$ cat config.mk
export PLATFORM = sky130hd
export DESIGN_NAME = axi_ar_rr_scheduler
export DESIGN_NICKNAME = d
export VERILOG_FILES = /design/src/rtl/axi_sched_pkg.sv /design/src/rtl/axi_ar_rr_scheduler_rr_pick.sv /design/src/rtl/axi_ar_rr_scheduler.sv
export SDC_FILE = /design/constraint.sdc
export NUM_CORES = 1
export LEC_CHECK = 0
export CAP_MARGIN = 5
export CORE_MARGIN = 2
export CORE_UTILIZATION = 36
export CTS_BUF_LIST = sky130_fd_sc_hd__clkbuf_16
export DETAILED_ROUTE_END_ITERATION = 6
export GPL_TIMING_DRIVEN = 1
export PLACE_DENSITY_LB_ADDON = 0.05
export RECOVER_POWER = 100
export SKIP_LAST_GASP = 1
export SLEW_MARGIN = 40
export SYNTH_ARGS = -nofsm -noshare
export SYNTH_HDL_FRONTEND = slang
export SYNTH_SLANG_ARGS = --single-unit
$ cat constraint.sdc
create_clock -name clock -period 2.5 [get_ports clock]
set_clock_uncertainty 0.1 [all_clocks]
set_input_delay 0.5 -clock clock [delete_from_list [all_inputs] [get_ports clock]]
set_output_delay 0.5 -clock clock [all_outputs]
set_load 0.01 [all_outputs]
$ cat src/rtl/axi_sched_pkg.sv
// ---------------------------------------------------------------------------
// axi_sched_pkg : shared types, widths and round-robin helper for AXI schedulers
// Revision 1.0
// ---------------------------------------------------------------------------
`default_nettype none

`ifndef AXI_ID_BITS
`define AXI_ID_BITS 4
`endif
`ifndef AXI_ADDR_BITS
`define AXI_ADDR_BITS 32
`endif
`ifndef AXI_LEN_BITS
`define AXI_LEN_BITS 4
`endif
`ifndef AXI_SIZE_BITS
`define AXI_SIZE_BITS 3
`endif

package axi_sched_pkg;

  localparam int c_AXI_ID_BITS   = `AXI_ID_BITS;
  localparam int c_AXI_ADDR_BITS = `AXI_ADDR_BITS;
  localparam int c_AXI_LEN_BITS  = `AXI_LEN_BITS;
  localparam int c_AXI_SIZE_BITS = `AXI_SIZE_BITS;
  localparam int c_MAX_M         = 4;

  typedef enum logic [1:0] {
    ST_IDLE = 2'd0,
    ST_ADDR = 2'd1,
    ST_DATA = 2'd2
  } sched_state_t;

  typedef struct packed {
    logic       vld;
    logic [1:0] idx;
  } rr_pick_t;

  // Scanned from the farthest offset down so the closest requester to ptr wins.
  function automatic rr_pick_t next_rr(input logic [1:0] ptr,
                                       input logic [c_MAX_M-1:0] req,
                                       input int num_m);
    rr_pick_t r;
    int       j;
    r = '0;
    for (int k = c_MAX_M - 1; k >= 0; k--) begin
      if (k < num_m) begin
        j = (int'(ptr) + k) % num_m;
        if (req[j]) begin
          r.vld = 1'b1;
          r.idx = 2'(j);
        end
      end
    end
    return r;
  endfunction

endpackage

`default_nettype wire

$ cat src/rtl/axi_ar_rr_scheduler_rr_pick.sv
// ---------------------------------------------------------------------------
// rr_pick : combinational round-robin winner select from a pointer
// Revision 1.0
// ---------------------------------------------------------------------------
`default_nettype none

module rr_pick
  import axi_sched_pkg::*;
#(
  parameter int NUM_M    = 2,
  parameter int MID_BITS = $clog2(NUM_M)
) (
  input  logic [NUM_M-1:0]    i_req,
  input  logic [MID_BITS-1:0] i_ptr,
  output logic [MID_BITS-1:0] o_idx,
  output logic                o_any
);

  logic [c_MAX_M-1:0] w_req;
  logic [1:0]         w_ptr;
  rr_pick_t           w_pick;

  always_comb begin
    w_req                  = '0;
    w_req[NUM_M-1:0]       = i_req;
    w_ptr                  = '0;
    w_ptr[MID_BITS-1:0]    = i_ptr;
    w_pick                 = next_rr(w_ptr, w_req, NUM_M);
  end

  assign o_idx = w_pick.idx[MID_BITS-1:0];
  assign o_any = w_pick.vld;

endmodule

`default_nettype wire

$ cat src/rtl/axi_ar_rr_scheduler.sv
// ---------------------------------------------------------------------------
// axi_ar_rr_scheduler : round-robin sharing of one AXI AR channel, one read in flight
// Revision 1.0
// ---------------------------------------------------------------------------
`default_nettype none

module axi_ar_rr_scheduler
  import axi_sched_pkg::*;
#(
  parameter int NUM_M     = 2,
  parameter int ID_BITS   = c_AXI_ID_BITS,
  parameter int ADDR_BITS = c_AXI_ADDR_BITS,
  parameter int LEN_BITS  = c_AXI_LEN_BITS,
  parameter int SIZE_BITS = c_AXI_SIZE_BITS,
  parameter int MID_BITS  = $clog2(NUM_M)
) (
  input  logic                         clock,
  input  logic                         reset,
  input  logic [NUM_M*ID_BITS-1:0]     ARID_M,
  input  logic [NUM_M*ADDR_BITS-1:0]   ARADDR_M,
  input  logic [NUM_M*LEN_BITS-1:0]    ARLEN_M,
  input  logic [NUM_M*SIZE_BITS-1:0]   ARSIZE_M,
  input  logic [NUM_M*2-1:0]           ARBURST_M,
  input  logic [NUM_M-1:0]             ARVALID_M,
  output logic [NUM_M-1:0]             ARREADY_M,
  output logic [MID_BITS+ID_BITS-1:0]  ARID_S,
  output logic [ADDR_BITS-1:0]         ARADDR_S,
  output logic [LEN_BITS-1:0]          ARLEN_S,
  output logic [SIZE_BITS-1:0]         ARSIZE_S,
  output logic [1:0]                   ARBURST_S,
  output logic                         ARVALID_S,
  input  logic                         ARREADY_S,
  input  logic                         RVALID_S,
  input  logic                         RREADY_S,
  input  logic                         RLAST_S,
  output logic                         busy,
  output logic [MID_BITS-1:0]          grant_idx,
  output logic                         err_len
);

  sched_state_t                  r_state;
  logic [MID_BITS-1:0]           r_rr_ptr;
  logic [MID_BITS-1:0]           r_grant_idx;
  logic [LEN_BITS:0]             r_beat_cnt;
  logic                          r_err_len;
  logic [MID_BITS+ID_BITS-1:0]   r_arid;
  logic [ADDR_BITS-1:0]          r_araddr;
  logic [LEN_BITS-1:0]           r_arlen;
  logic [SIZE_BITS-1:0]          r_arsize;
  logic [1:0]                    r_arburst;
  logic                          r_arvalid;

  logic [MID_BITS-1:0]           w_win_idx;
  logic                          w_win_any;
  logic                          w_r_hs;
  logic                          w_cnt_at_len;
  logic [NUM_M-1:0]              w_arready;
  logic [MID_BITS-1:0]           w_ptr_next;

  rr_pick #(
    .NUM_M    (NUM_M),
    .MID_BITS (MID_BITS)
  ) u_rr_pick (
    .i_req (ARVALID_M),
    .i_ptr (r_rr_ptr),
    .o_idx (w_win_idx),
    .o_any (w_win_any)
  );

  assign w_r_hs       = RVALID_S & RREADY_S;
  assign w_cnt_at_len = (r_beat_cnt == {1'b0, r_arlen});
  assign w_ptr_next   = (r_grant_idx == MID_BITS'(NUM_M - 1)) ? '0 : r_grant_idx + 1'b1;

  // The address handshake to a master is only offered from IDLE and never under reset.
  always_comb begin
    w_arready = '0;
    if (!reset && (r_state == ST_IDLE) && w_win_any) begin
      w_arready[w_win_idx] = 1'b1;
    end
  end

  always_ff @(posedge clock) begin
    if (reset) begin
      r_state     <= ST_IDLE;
      r_rr_ptr    <= '0;
      r_grant_idx <= '0;
      r_beat_cnt  <= '0;
      r_err_len   <= 1'b0;
      r_arid      <= '0;
      r_araddr    <= '0;
      r_arlen     <= '0;
      r_arsize    <= '0;
      r_arburst   <= '0;
      r_arvalid   <= 1'b0;
    end else begin
      case (r_state)
        ST_IDLE: begin
          if (w_win_any) begin
            r_arid      <= {w_win_idx, ARID_M[w_win_idx*ID_BITS +: ID_BITS]};
            r_araddr    <= ARADDR_M[w_win_idx*ADDR_BITS +: ADDR_BITS];
            r_arlen     <= ARLEN_M[w_win_idx*LEN_BITS +: LEN_BITS];
            r_arsize    <= ARSIZE_M[w_win_idx*SIZE_BITS +: SIZE_BITS];
            r_arburst   <= ARBURST_M[w_win_idx*2 +: 2];
            r_grant_idx <= w_win_idx;
            r_arvalid   <= 1'b1;
            r_state     <= ST_ADDR;
          end
        end
        ST_ADDR: begin
          if (ARREADY_S) begin
            r_arvalid  <= 1'b0;
            r_rr_ptr   <= w_ptr_next;
            r_beat_cnt <= '0;
            r_state    <= ST_DATA;
          end
        end
        ST_DATA: begin
          if (w_r_hs) begin
            // beat_cnt holds the number of earlier beats, so the last beat sees ARLEN.
            if (RLAST_S) begin
              if (!w_cnt_at_len) r_err_len <= 1'b1;
              r_state <= ST_IDLE;
            end else if (w_cnt_at_len) begin
              r_err_len <= 1'b1;
              r_state   <= ST_IDLE;
            end else if (r_beat_cnt != '1) begin
              r_beat_cnt <= r_beat_cnt + 1'b1;
            end
          end
        end
        default: r_state <= ST_IDLE;
      endcase
    end
  end

  assign ARREADY_M = w_arready;
  assign ARID_S    = r_arid;
  assign ARADDR_S  = r_araddr;
  assign ARLEN_S   = r_arlen;
  assign ARSIZE_S  = r_arsize;
  assign ARBURST_S = r_arburst;
  assign ARVALID_S = r_arvalid;
  assign busy      = (r_state != ST_IDLE);
  assign grant_idx = r_grant_idx;
  assign err_len   = r_err_len;

endmodule

`default_nettype wire

==> results.md, run 1 <==
* DR WL/cell at 16.1 microns
* Largest net degree at the start of global routing at 47
* EDFF count, synth at 0
* Final TNS setup at 0 ns
* Clock sinks at 56
* Max Clock Freq at 435 MHz
* I/O Pins at 150
* Drt via density at 5.36
* Synth Flop Type: dfxtp_1
* Die width at 83.3 microns
* Syn Inst Count at 221
* Post-synthesis net count at 322
* Layout cells sized above 1 at 5.42%
* Post-CTS Hold Buffers at 0
* Full die area at 6930 sq um
* Register area share after synthesis at 49.6%
* Fin. Hold Viols at 0
* Flops & latches, synth at 56
* Max transition margin at 40.5%
* Setup CP Type: input pin to flop
* Die Height at 83.3 microns
* Reg2Reg Depth at 7
* Global placer's final weighted congestion at 0.774
* N_diodes at 0
* Initial Utilization at 37.7%
* Site Rows at 28
* DP Area at 3830 sq um
* Post-route ant nets at 0
* Setup crit start kind: input pin
* Slack of the worst reg-to-reg path at 0.23 ns
* Synth warn at 0
* Remaining Overflow, GRT at 0
* DR iter-0 viols at 203
* Final setup viols at 0
* H-tree depth at 2
* Remaining DRCs at 2
* Family with the most delay on the worst path: buffers and inverters
* Global-route usage over all layers at 20.3%
* TritonCTS clock tree: yes
* Area growth syn-to-layout at 75.0%
* Initial antenna violation count at 0
* Number of global-route vias before repair at 2349
* Clock transition at path regs at 0.07 ns
* Post CTS Setup Buffer Count at 0
* 1st-pass router iterations at 7
* Setup crit end: ARID_S[2]
* Slew Viols, Final at 0
* Asr flop ratio synth at 0%
* Lkg Pwr at 1.89 nW
* Max incr delay on CP at 0.53 ns
* CP dominant cell by count: nor2_1
* Worst Tran Pin Value at 0.884 ns
* Worst skew pair latency at 0.29 ns
* Synth Cell Area at 2260 sq um
* DP Wirelength at 5130 microns
* NumNets Final at 469
* Status: complete, but fails checks
* # fillers at 498
* Port Buffers at 149
* Slowest-stage cell, CP: nor2_2
* Unrepaired setup endpoints after global routing: no
* Core Util, Final at 66.0%
* Post_cts resized at 2
* Core box area at 5990 sq um
* DRT Wirelength at 7140 microns
* Worst-path cell chain: clkdlybuf4s50_1, clkbuf_4, nor2_1, nor2_1, nor2_2, buf_8, buf_16, a222oi_1, inv_1
* Number of cells on the critical path at 9
* Worst vdd ir at 397 uV
* Crit path from: ARVALID_M[1]
* Crit path max fanout at 22
* CP required at 2.63 ns
* Global-route wire length before repair at 11400 microns
* Longest Clk Path Bufs at 2
* Design area at 3960 sq um
* Fin crit period at 2.30 ns
* Buffers plus inverters on the worst setup path at 5
* Root Buffer Master: clkbuf_16
* Yosys cell types at 33
* CP arrival at 2.43 ns
* Worst R2R End: r_beat_cnt[2]
* Syn avg cell area at 10.2 sq um
* Worst reg2reg path startpoint: r_beat_cnt[0]
* Max-cap viol count at 0
* Power per cell area at 568 nW/um^2
* Hold crit path type: flop to flop
* Crit path capture type: flop
* Fin crit share at 91.9%
* Failing checks: design-rule violations
* TritonCTS Buffers at 5
* Vias post-DR at 2378
registers in the layout, indices dropped and copies added (netlist names):
| register | flops |
|---|---|
| ARADDR_S | 32 |
| r_beat_cnt | 5 |
| ARID_S | 4 |
| ARLEN_S | 4 |
| ARSIZE_S | 3 |
| ARBURST_S | 2 |
| r_state | 2 |
| ARVALID_S | 1 |
| err_len | 1 |
| grant_idx | 1 |
| r_rr_ptr | 1 |
cell families after synthesis:
group | after synthesis | synth area share (%)
simple gates | 32 | 8.97
xor+xnor | 1 | 0.387
fa+ha+maj | 3 | 1.66
compound gates | 62 | 26.0
flops | 56 | 49.6
buf+inv | 67 | 13.4
Yosys cell counts (all sizes together), types with 2 or more instances:
cell	count	area, sq um
a2111oi	2	36.3
a21oi	4	20.0
a222oi	45	450
a31oi	2	12.5
buf	15	109
clkbuf	2	7.51
dfxtp	56	1120
ha	3	37.5
inv	50	188
nand2b	2	12.5
nand3	6	30.0
nand3b	4	30.0
nand4b	2	17.5
nor2	7	26.3
nor3	2	10.0
o21ai	4	20.0
or3	2	12.5
final cells by class:
class                   count  area [sq um]  share of cell area (%)
clock buffers               5           125                    3.16
clock inverters             3          13.8                   0.348
inverters                  50           188                    4.74
multi-input cells          98           838                    21.2
flip-flops and latches     56          1120                    28.3
well taps                  75          93.8                    2.37
repair buffers            157          1580                    39.8
per-stage QoR:
stage	instances	power [mW]	setup slack (ns)	hold WS, ns
floorplan	221	1.25	0.448	0.329
global placement	434	1.60	-0.0844	0.344
detailed placement	436	1.62	-0.0922	0.351
CTS	444	2.30	0.193	0.368
global route	444	2.36	0.0818	0.375
finish	444	2.25	0.202	0.357
worst min-delay path by stage:
stage / endpoint / from / slack [ns] / cells past startpoint
finish: ARADDR_S[18] / ARADDR_S[18] / 0.36 / 2
global route: ARADDR_S[18] / ARADDR_S[18] / 0.38 / 2
CTS: ARADDR_S[18] / ARADDR_S[18] / 0.37 / 2
detailed placement: ARADDR_S[16] / ARADDR_S[16] / 0.35 / 2
global placement: ARADDR_S[25] / ARADDR_S[25] / 0.34 / 2
floorplan: r_state[0] / r_state[1] / 0.33 / 1
power by group:
part	switching [mW]	leakage (nW)	internal, mW
logic	0.217	1.36	0.327
registers	0.0472	0.460	0.975
clock network	0.316	0.0710	0.365
total	0.580	1.89	1.67
cell usage in the layout, fill, tap and decap left out, drive strengths merged, types with 4 or more instances in the layout:
cell type,instances
clkbuf,6
a222oi,45
o21ai,4
dfxtp,56
buf,7
nand3,6
nand3b,4
a21oi,4
nor2,7
inv,50
dlygate4sd3,50
clkdlybuf4s50,97
worst min-delay path: cells and delay by family (launching register included):
kind | cells | cell delay, ns
DFF | 1 | 0.32
buffers and inverters | 1 | 0.05
AOI/OAI and AO/OA | 1 | 0.06
layer usage:
| metal | wire length (microns) | GRT usage (%) | vias to the layer above |
|---|---|---|---|
| li1 | - | - | 1132 |
| met1 | 2890 | 25.1 | 1118 |
| met2 | 3510 | 33.4 | 123 |
| met3 | 693 | 7.55 | 5 |
| met4 | 45 | 4.92 | 0 |
| met5 | 0 | 0 | - |
No activity file was read; power rests on OpenSTA's default activity.
==> inputs of run 2 (changes only) <==
--- a/config.mk
+++ b/config.mk
@@ -6,13 +6,16 @@
 export NUM_CORES = 1
 export LEC_CHECK = 0
 export CAP_MARGIN = 5
+export CELL_PAD_IN_SITES_DETAIL_PLACEMENT = 1
+export CELL_PAD_IN_SITES_GLOBAL_PLACEMENT = 1
 export CORE_MARGIN = 2
-export CORE_UTILIZATION = 36
+export CORE_UTILIZATION = 25
 export CTS_BUF_LIST = sky130_fd_sc_hd__clkbuf_16
 export DETAILED_ROUTE_END_ITERATION = 6
 export GPL_TIMING_DRIVEN = 1
 export PLACE_DENSITY_LB_ADDON = 0.05
 export RECOVER_POWER = 100
+export SETUP_SLACK_MARGIN = 0.1
 export SKIP_LAST_GASP = 1
 export SLEW_MARGIN = 40
 export SYNTH_ARGS = -nofsm -noshare
==> run 2 against run 1 <==
Net effect: the run now ends clean; non-clock buffer count rose by 1; wire length rose by 13%; flip-flop and latch count did not move; combinational power barely moved; worst setup slack improved by 0.012 ns; critical endpoint is now ARREADY_M[0]; highest routed layer unchanged; critical path type is now input pin to output port; die area rose by 42%.
==> results.md, run 2 (synthesis results as in run 1) <==
* Buffers plus inverters on the worst setup path at 2 (was 5)
* I/O Pins at 150 (unchanged)
* Most common cell after layout, fill and taps aside: clkdlybuf4s50_1 (unchanged)
* Number of global-route vias before repair at 2559 (was 2349)
* Reg2Reg Depth at 7 (unchanged)
* Multi-input logic area at 843 sq um (was 838 sq um)
* Post_cts resized at 2 (unchanged)
* Crit path max fanout at 3 (was 22)
* CP arrival at 1.69 ns (was 2.43 ns)
* Post CTS Setup Buffer Count at 0 (unchanged)
* Setup crit start kind: input pin (unchanged)
* Crit path capture type: output port (was flop)
* Post-CTS Hold Buffers at 0 (unchanged)
* N_diodes at 0 (unchanged)
* Max-cap viol count at 0 (unchanged)
* Register area at 1120 sq um (unchanged)
* DP Wirelength at 5860 microns (was 5130 microns)
* Hold crit path type: flop to flop (unchanged)
* Lkg Pwr at 1.91 nW (was 1.89 nW)
* Largest net degree at the start of global routing at 47 (unchanged)
* Max incr delay on CP at 0.48 ns (was 0.53 ns)
* CP required at 1.90 ns (was 2.63 ns)
* Worst Tran Pin Value at 0.555 ns (was 0.884 ns)
* Die Height at 99.1 microns (was 83.3 microns)
* Fin. Hold Viols at 0 (unchanged)
* Drt via density at 5.01 (was 5.36)
* Final setup viols at 0 (unchanged)
* Clock transition at path regs at 0.07 ns (about the same)
* Remaining Overflow, GRT at 0 (unchanged)
* Global-route wire length before repair at 12800 microns (was 11400 microns)
* Hold EP: ARADDR_S[2] (was ARADDR_S[18])
* Status: finished, final reports clean (was complete, but fails checks)
* H-tree depth at 2 (unchanged)
* Full die area at 9820 sq um (was 6930 sq um)
* Worst reg2reg path startpoint: r_beat_cnt[0] (unchanged)
* Power per cell area at 607 nW/um^2 (was 568 nW/um^2)
* Site Rows at 34 (was 28)
* Root Buffer Master: clkbuf_16 (unchanged)
* Core Util, Final at 46.1% (was 66.0%)
* Hold path start: ARADDR_S[2] (was ARADDR_S[18])
* Setup CP Type: input pin to output port (was input pin to flop)
* Area growth syn-to-layout at 78.6% (was 75.0%)
* Global placer's final weighted congestion at 0.752 (was 0.774)
* Clock sinks at 56 (unchanged)
* Remaining DRCs at 0 (was 2)
* TritonCTS Buffers at 5 (unchanged)
* Worst hold slack at 0.361 ns (was 0.357 ns)
* Fin crit share at 91.5% (was 91.9%)
* Post-Place Setup Slack at -0.0886 ns (was -0.0922 ns)
* Family with the most delay on the worst path: buffers and inverters (unchanged)
* Global-route usage over all layers at 16.4% (was 20.3%)
* Design area at 4040 sq um (was 3960 sq um)
* Layout cells sized above 1 at 5.42% (unchanged)
* Post-route ant nets at 0 (unchanged)
* Max transition margin at 62.7% (was 40.5%)
* DP Area at 3860 sq um (was 3830 sq um)
* Fin crit period at 2.29 ns (was 2.30 ns)
* Longest Clk Path Bufs at 2 (unchanged)
* Total power at 2.45 mW (was 2.25 mW)
* Die width at 99.1 microns (was 83.3 microns)
* Core box area at 8760 sq um (was 5990 sq um)
* Unrepaired setup endpoints after global routing: no (unchanged)
* Largest register FFs at 32 (unchanged)
* DR iter-0 viols at 235 (was 203)
* Worst skew pair latency at 0.29 ns (about the same)
* Worst Hold Path Cells at 2 (unchanged)
* NumNets Final at 470 (was 469)
* Worst-path cell chain: clkdlybuf4s50_1, a2111oi_4, dlygate4sd2_1 (was clkdlybuf4s50_1, clkbuf_4, nor2_1, nor2_1, nor2_2, buf_8, buf_16, a222oi_1, inv_1)
* 1st-pass router iterations at 7 (unchanged)
* Initial Utilization at 25.8% (was 37.7%)
* # fillers at 977 (was 498)
* Max Clock Freq at 437 MHz (was 435 MHz)
* Slew Viols, Final at 0 (unchanged)
* Commonest non-fill, non-tap cells in the layout: clkdlybuf4s50_1, dfxtp_1, inv_1, dlygate4sd3_1, a222oi_1 (unchanged)
* TritonCTS clock tree: yes (unchanged)
* Worst vdd ir at 289 uV (was 397 uV)
* Slack of the worst reg-to-reg path at 0.29 ns (was 0.23 ns)
* Slowest-stage cell, CP: clkdlybuf4s50_1 (was nor2_2)
* DR WL/cell at 17.0 microns (was 16.1 microns)
* Port Buffers at 149 (unchanged)
* Vias post-DR at 2392 (was 2378)
* DRT Wirelength at 8090 microns (was 7140 microns)
* Initial antenna violation count at 0 (unchanged)
* Worst setup margin at 0.214 ns (was 0.202 ns)
* Worst R2R End: r_beat_cnt[2] (unchanged)
-- run 2: changes by cell type in the layout (fill, tap and decap cells not counted), sizes merged --
cell    change
clkinv      -3
clkbuf      +1
bufinv      +2
-- run 2: worst max path at each step --
stage / start / end / slack (ns) / depth (start not counted)
after CTS: ARVALID_M[1] / ARREADY_M[0] / 0.19 / 3
after floorplan: reset / ARREADY_M[0] / 0.45 / 3
after global placement: ARVALID_M[1] / ARREADY_M[0] / -0.1 / 3
after detailed placement: ARVALID_M[1] / ARREADY_M[0] / -0.09 / 3
after global routing: reset / ARREADY_M[1] / 0.16 / 4
final: ARVALID_M[1] / ARREADY_M[0] / 0.21 / 3
-- run 2: final cells by class --
type,count,area share (%)
clock buffer,5,3.10
clock inverter,2,1.49
inverter,50,4.65
multi-input combinational,98,20.9
sequential,56,27.8
tap,108,3.35
timing repair buffer,158,38.8
-- run 2: power by group --
part	internal (mW)	switching, mW
registers	0.975	0.0469
logic	0.324	0.222
clock network	0.569	0.313
-- run 2: worst min-delay path, delay by kind of cell, from the launching register on --
| kind | cells | cell delay [ns] |
|---|---|---|
| buf+inv | 1 | 0.05 |
| compound gates | 1 | 0.06 |
| flops | 1 | 0.32 |
-- run 2: stage by stage --
| step | setup TNS (ns) | instances |
|---|---|---|
| finish | 0 | 477 |
| global route | 0 | 477 |
| CTS | 0 | 477 |
| detailed placement | -0.158 | 470 |
| global placement | -0.150 | 470 |
| floorplan | 0 | 221 |
-- run 2: metal layers --
| metal | global-route usage [%] | vias to the layer above | wire length (microns) |
|---|---|---|---|
| met4 | 3.16 | 0 | 40 |
| met5 | 0 | - | 0 |
| li1 | - | 1131 | - |
| met3 | 6.61 | 4 | 693 |
| met1 | 19.0 | 1179 | 3150 |
| met2 | 28.7 | 78 | 4210 |
==> inputs of run 3 (changes only) <==
--- a/config.mk
+++ b/config.mk
@@ -5,7 +5,8 @@
 export SDC_FILE = /design/constraint.sdc
 export NUM_CORES = 1
 export LEC_CHECK = 0
-export CAP_MARGIN = 5
+export ABC_AREA = 1
+export CAP_MARGIN = 20
 export CELL_PAD_IN_SITES_DETAIL_PLACEMENT = 1
 export CELL_PAD_IN_SITES_GLOBAL_PLACEMENT = 1
 export CORE_MARGIN = 2
==> run 3 against run 2 <==
Net effect: register-to-register slack gained 0.27 ns; die area grew 12%; sequential share of layout area shrank 1.1 points; global-route usage is essentially flat; non-clock buffer count shrank 4; worst hold slack lost 0.0052 ns; synthesized area grew 13%; wire length grew 8.5%; fmax shrank 1.7%; critical path depth grew 3; clock power shrank 24%; critical endpoint unchanged; highest routed layer unchanged.
==> results.md, run 3 <==
* CP arrival at 1.72 ns (was 1.69 ns)
* Flops & latches, synth at 56 (unchanged)
* Post-synth top cells: nand2_1, dfxtp_1, nand3_1 (was dfxtp_1, inv_1, a222oi_1)
* Yosys cell types at 28 (was 33)
* Die width at 105 microns (was 99.1 microns)
* Status: finished, final reports clean (unchanged)
* Area share of the largest cell type after synthesis at 44.0% (was 49.6%)
* Worst R2R End: r_beat_cnt[4] (was r_beat_cnt[2])
* Commonest non-fill, non-tap cells in the layout: nand2_1, clkdlybuf4s50_1, dfxtp_1, dlygate4sd3_1, nand3_1 (was clkdlybuf4s50_1, dfxtp_1, inv_1, dlygate4sd3_1, a222oi_1)
* I/O Pins at 150 (unchanged)
* Register area share after synthesis at 44.0% (was 49.6%)
* Global-route wire length before repair at 14600 microns (was 12800 microns)
* Power per cell area at 553 nW/um^2 (was 607 nW/um^2)
* Worst reg2reg path startpoint: r_beat_cnt[0] (unchanged)
* DRT Wirelength at 8780 microns (was 8090 microns)
* Max-cap viol count at 0 (unchanged)
* 1st-pass router iterations at 3 (was 7)
* EDFF count, synth at 0 (unchanged)
* N_diodes at 0 (unchanged)
* Synth Flop Type: dfxtp_1 (unchanged)
* Global placer's final weighted congestion at 0.737 (was 0.752)
* Post-CTS Hold Buffers at 0 (unchanged)
* Hold EP: err_len (was ARADDR_S[2])
* Core box area at 9820 sq um (was 8760 sq um)
* Unrepaired setup endpoints after global routing: no (unchanged)
* Synth Cell Area at 2550 sq um (was 2260 sq um)
* Largest register FFs at 32 (unchanged)
* Initial Utilization at 26.0% (was 25.8%)
* Register area at 1120 sq um (unchanged)
* Worst vdd ir at 280 uV (was 289 uV)
* Reg2Reg Depth at 12 (was 7)
* Vias post-DR at 2701 (was 2392)
* TritonCTS clock tree: yes (unchanged)
* Drt via density at 4.34 (was 5.01)
* Initial antenna violation count at 0 (unchanged)
* TritonCTS Buffers at 5 (unchanged)
* Slew Viols, Final at 0 (unchanged)
* Die Height at 105 microns (was 99.1 microns)
* Slack of the worst reg-to-reg path at 0.56 ns (was 0.29 ns)
* Multi-input logic area at 1180 sq um (was 843 sq um)
* Hold crit path type: flop to flop (unchanged)
* Largest net degree at the start of global routing at 46 (was 47)
* Port Buffers at 149 (unchanged)
* Crit path max fanout at 2 (was 3)
* DR iter-0 viols at 85 (was 235)
* Final TNS setup at 0 ns (unchanged)
* NumNets Final at 590 (was 470)
* Layout cells sized above 1 at 7.98% (was 5.42%)
* Fin crit period at 2.32 ns (was 2.29 ns)
* Max transition margin at 60.7% (was 62.7%)
* Max Clock Freq at 430 MHz (was 437 MHz)
* Synth area leader: dfxtp_1 (unchanged)
* Remaining DRCs at 0 (unchanged)
* H-tree depth at 2 (unchanged)
* DR WL/cell at 14.1 microns (was 17.0 microns)
* Area growth syn-to-layout at 65.0% (was 78.6%)
* Lkg Pwr at 1.89 nW (was 1.91 nW)
* Dominant cells by area after synthesis: dfxtp_1, nand2_1, nand3_1 (was dfxtp_1, a222oi_1, inv_1)
* Most frequent cell after synthesis: nand2_1 (was dfxtp_1)
* Syn avg cell area at 7.45 sq um (was 10.2 sq um)
* # fillers at 1227 (was 977)
* Worst skew pair latency at 0.29 ns (about the same)
* Remaining Overflow, GRT at 0 (unchanged)
* Most common cell after layout, fill and taps aside: nand2_1 (was clkdlybuf4s50_1)
* Slowest-stage cell, CP: clkdlybuf4s50_1 (unchanged)
* Setup CP Type: input pin to output port (unchanged)
* Full die area at 11000 sq um (was 9820 sq um)
* Clock transition at path regs at 0.07 ns (about the same)
* Synth warn at 0 (unchanged)
* Fin crit share at 93.0% (was 91.5%)
* Max incr delay on CP at 0.52 ns (was 0.48 ns)
* Setup crit start kind: input pin (unchanged)
* DP Wirelength at 6530 microns (was 5860 microns)
* Fin. Hold Viols at 0 (unchanged)
* Total power at 2.33 mW (was 2.45 mW)
* Root Buffer Master: clkbuf_16 (unchanged)
* Syn Inst Count at 342 (was 221)
* Post-route ant nets at 0 (unchanged)
* Final setup viols at 0 (unchanged)
* Site Rows at 36 (was 34)
* Number of global-route vias before repair at 2850 (was 2559)
* Worst Hold Path Cells at 2 (unchanged)
* Clock sinks at 56 (unchanged)
* CP required at 1.90 ns (about the same)
* Worst-path cell chain: clkdlybuf4s50_1, o21ai_2, nor2_4, nand2_1, inv_4, dlygate4sd2_1 (was clkdlybuf4s50_1, a2111oi_4, dlygate4sd2_1)
* Hold path start: err_len (was ARADDR_S[2])
* Longest Clk Path Bufs at 2 (unchanged)
* Global-route usage over all layers at 16.4% (about the same)
* Worst Tran Pin Value at 0.590 ns (was 0.555 ns)
* Post-synthesis net count at 443 (was 322)
* Crit path capture type: output port (unchanged)
* Asr flop ratio synth at 0% (unchanged)
[run 3: metal layers]
layer	routed length, microns	track usage [%]	share of wire [%]
met5	0	0	0
met4	133	4.57	1.5
met3	597	4.87	6.8
met2	4130	27.6	47
met1	3920	20.2	45
[run 3: worst max-delay path: cells and delay by family]
family / cells / cell delay [ns]
buffers and inverters: 3 / 0.91
AND/OR/NAND/NOR: 2 / 0.21
AO/OA/AOI/OAI: 1 / 0.10
[run 3: logic make-up after synthesis]
group                      Yosys count  share of synthesized area, %
and+or+nand+nor                    231                          41.2
AOI/OAI and AO/OA                   14                          3.24
DFF                                 56                          44.0
xor gates and xnor gates             2                         0.687
buffers and inverters               36                          9.38
adders and majority gates            3                          1.47
[run 3: timing repair]
action / in CTS / in global routing
endpoints found under the setup margin: 2 / 1
gates resized for setup: 2 / 1
cloned: 0 / 0
buffers inserted: 0 / 0
[run 3: layout make-up]
class | count | area share (%)
Clock buffer | 5 | 2.97
Clock inverter | 2 | 0.208
Inverter | 22 | 2.14
Multi-Input combinational cell | 250 | 28.0
Sequential cell | 56 | 26.7
Tap cell | 133 | 3.96
Timing Repair Buffer | 154 | 36.1
[run 3: how the worst max path moves through the flow]
| stage | cells after the start | start | slack, ns | to |
|---|---|---|---|---|
| detailed placement | 6 | ARVALID_M[1] | -0.13 | ARREADY_M[1] |
| CTS | 6 | ARVALID_M[0] | -0.10 | ARREADY_M[1] |
| global placement | 6 | ARVALID_M[1] | -0.15 | ARREADY_M[1] |
| finish | 6 | ARVALID_M[0] | 0.18 | ARREADY_M[0] |
| floorplan | 5 | reset | 0.80 | ARREADY_M[1] |
| global route | 6 | ARVALID_M[0] | 0.1 | ARREADY_M[0] |
[run 3: power breakdown]
part           leakage [nW]  internal, mW  switching [mW]
logic                  1.35         0.332           0.283
registers             0.461         0.991          0.0525
clock network        0.0709         0.361           0.307
[run 3: per-stage QoR]
step | cells | setup slack (ns) | hold WS [ns] | utilization (%) | instance area, sq um
2_1_floorplan | 342 | 0.800 | 0.329 | - | 2550
3_3_place_gp | 615 | -0.149 | 0.342 | 41.8 | 4110
3_5_place_dp | 615 | -0.128 | 0.350 | 41.8 | 4110
4_1_cts | 622 | -0.100 | 0.365 | 43.2 | 4240
5_1_grt | 622 | 0.0965 | 0.377 | 42.8 | 4210
6_report | 622 | 0.175 | 0.355 | 42.8 | 4210
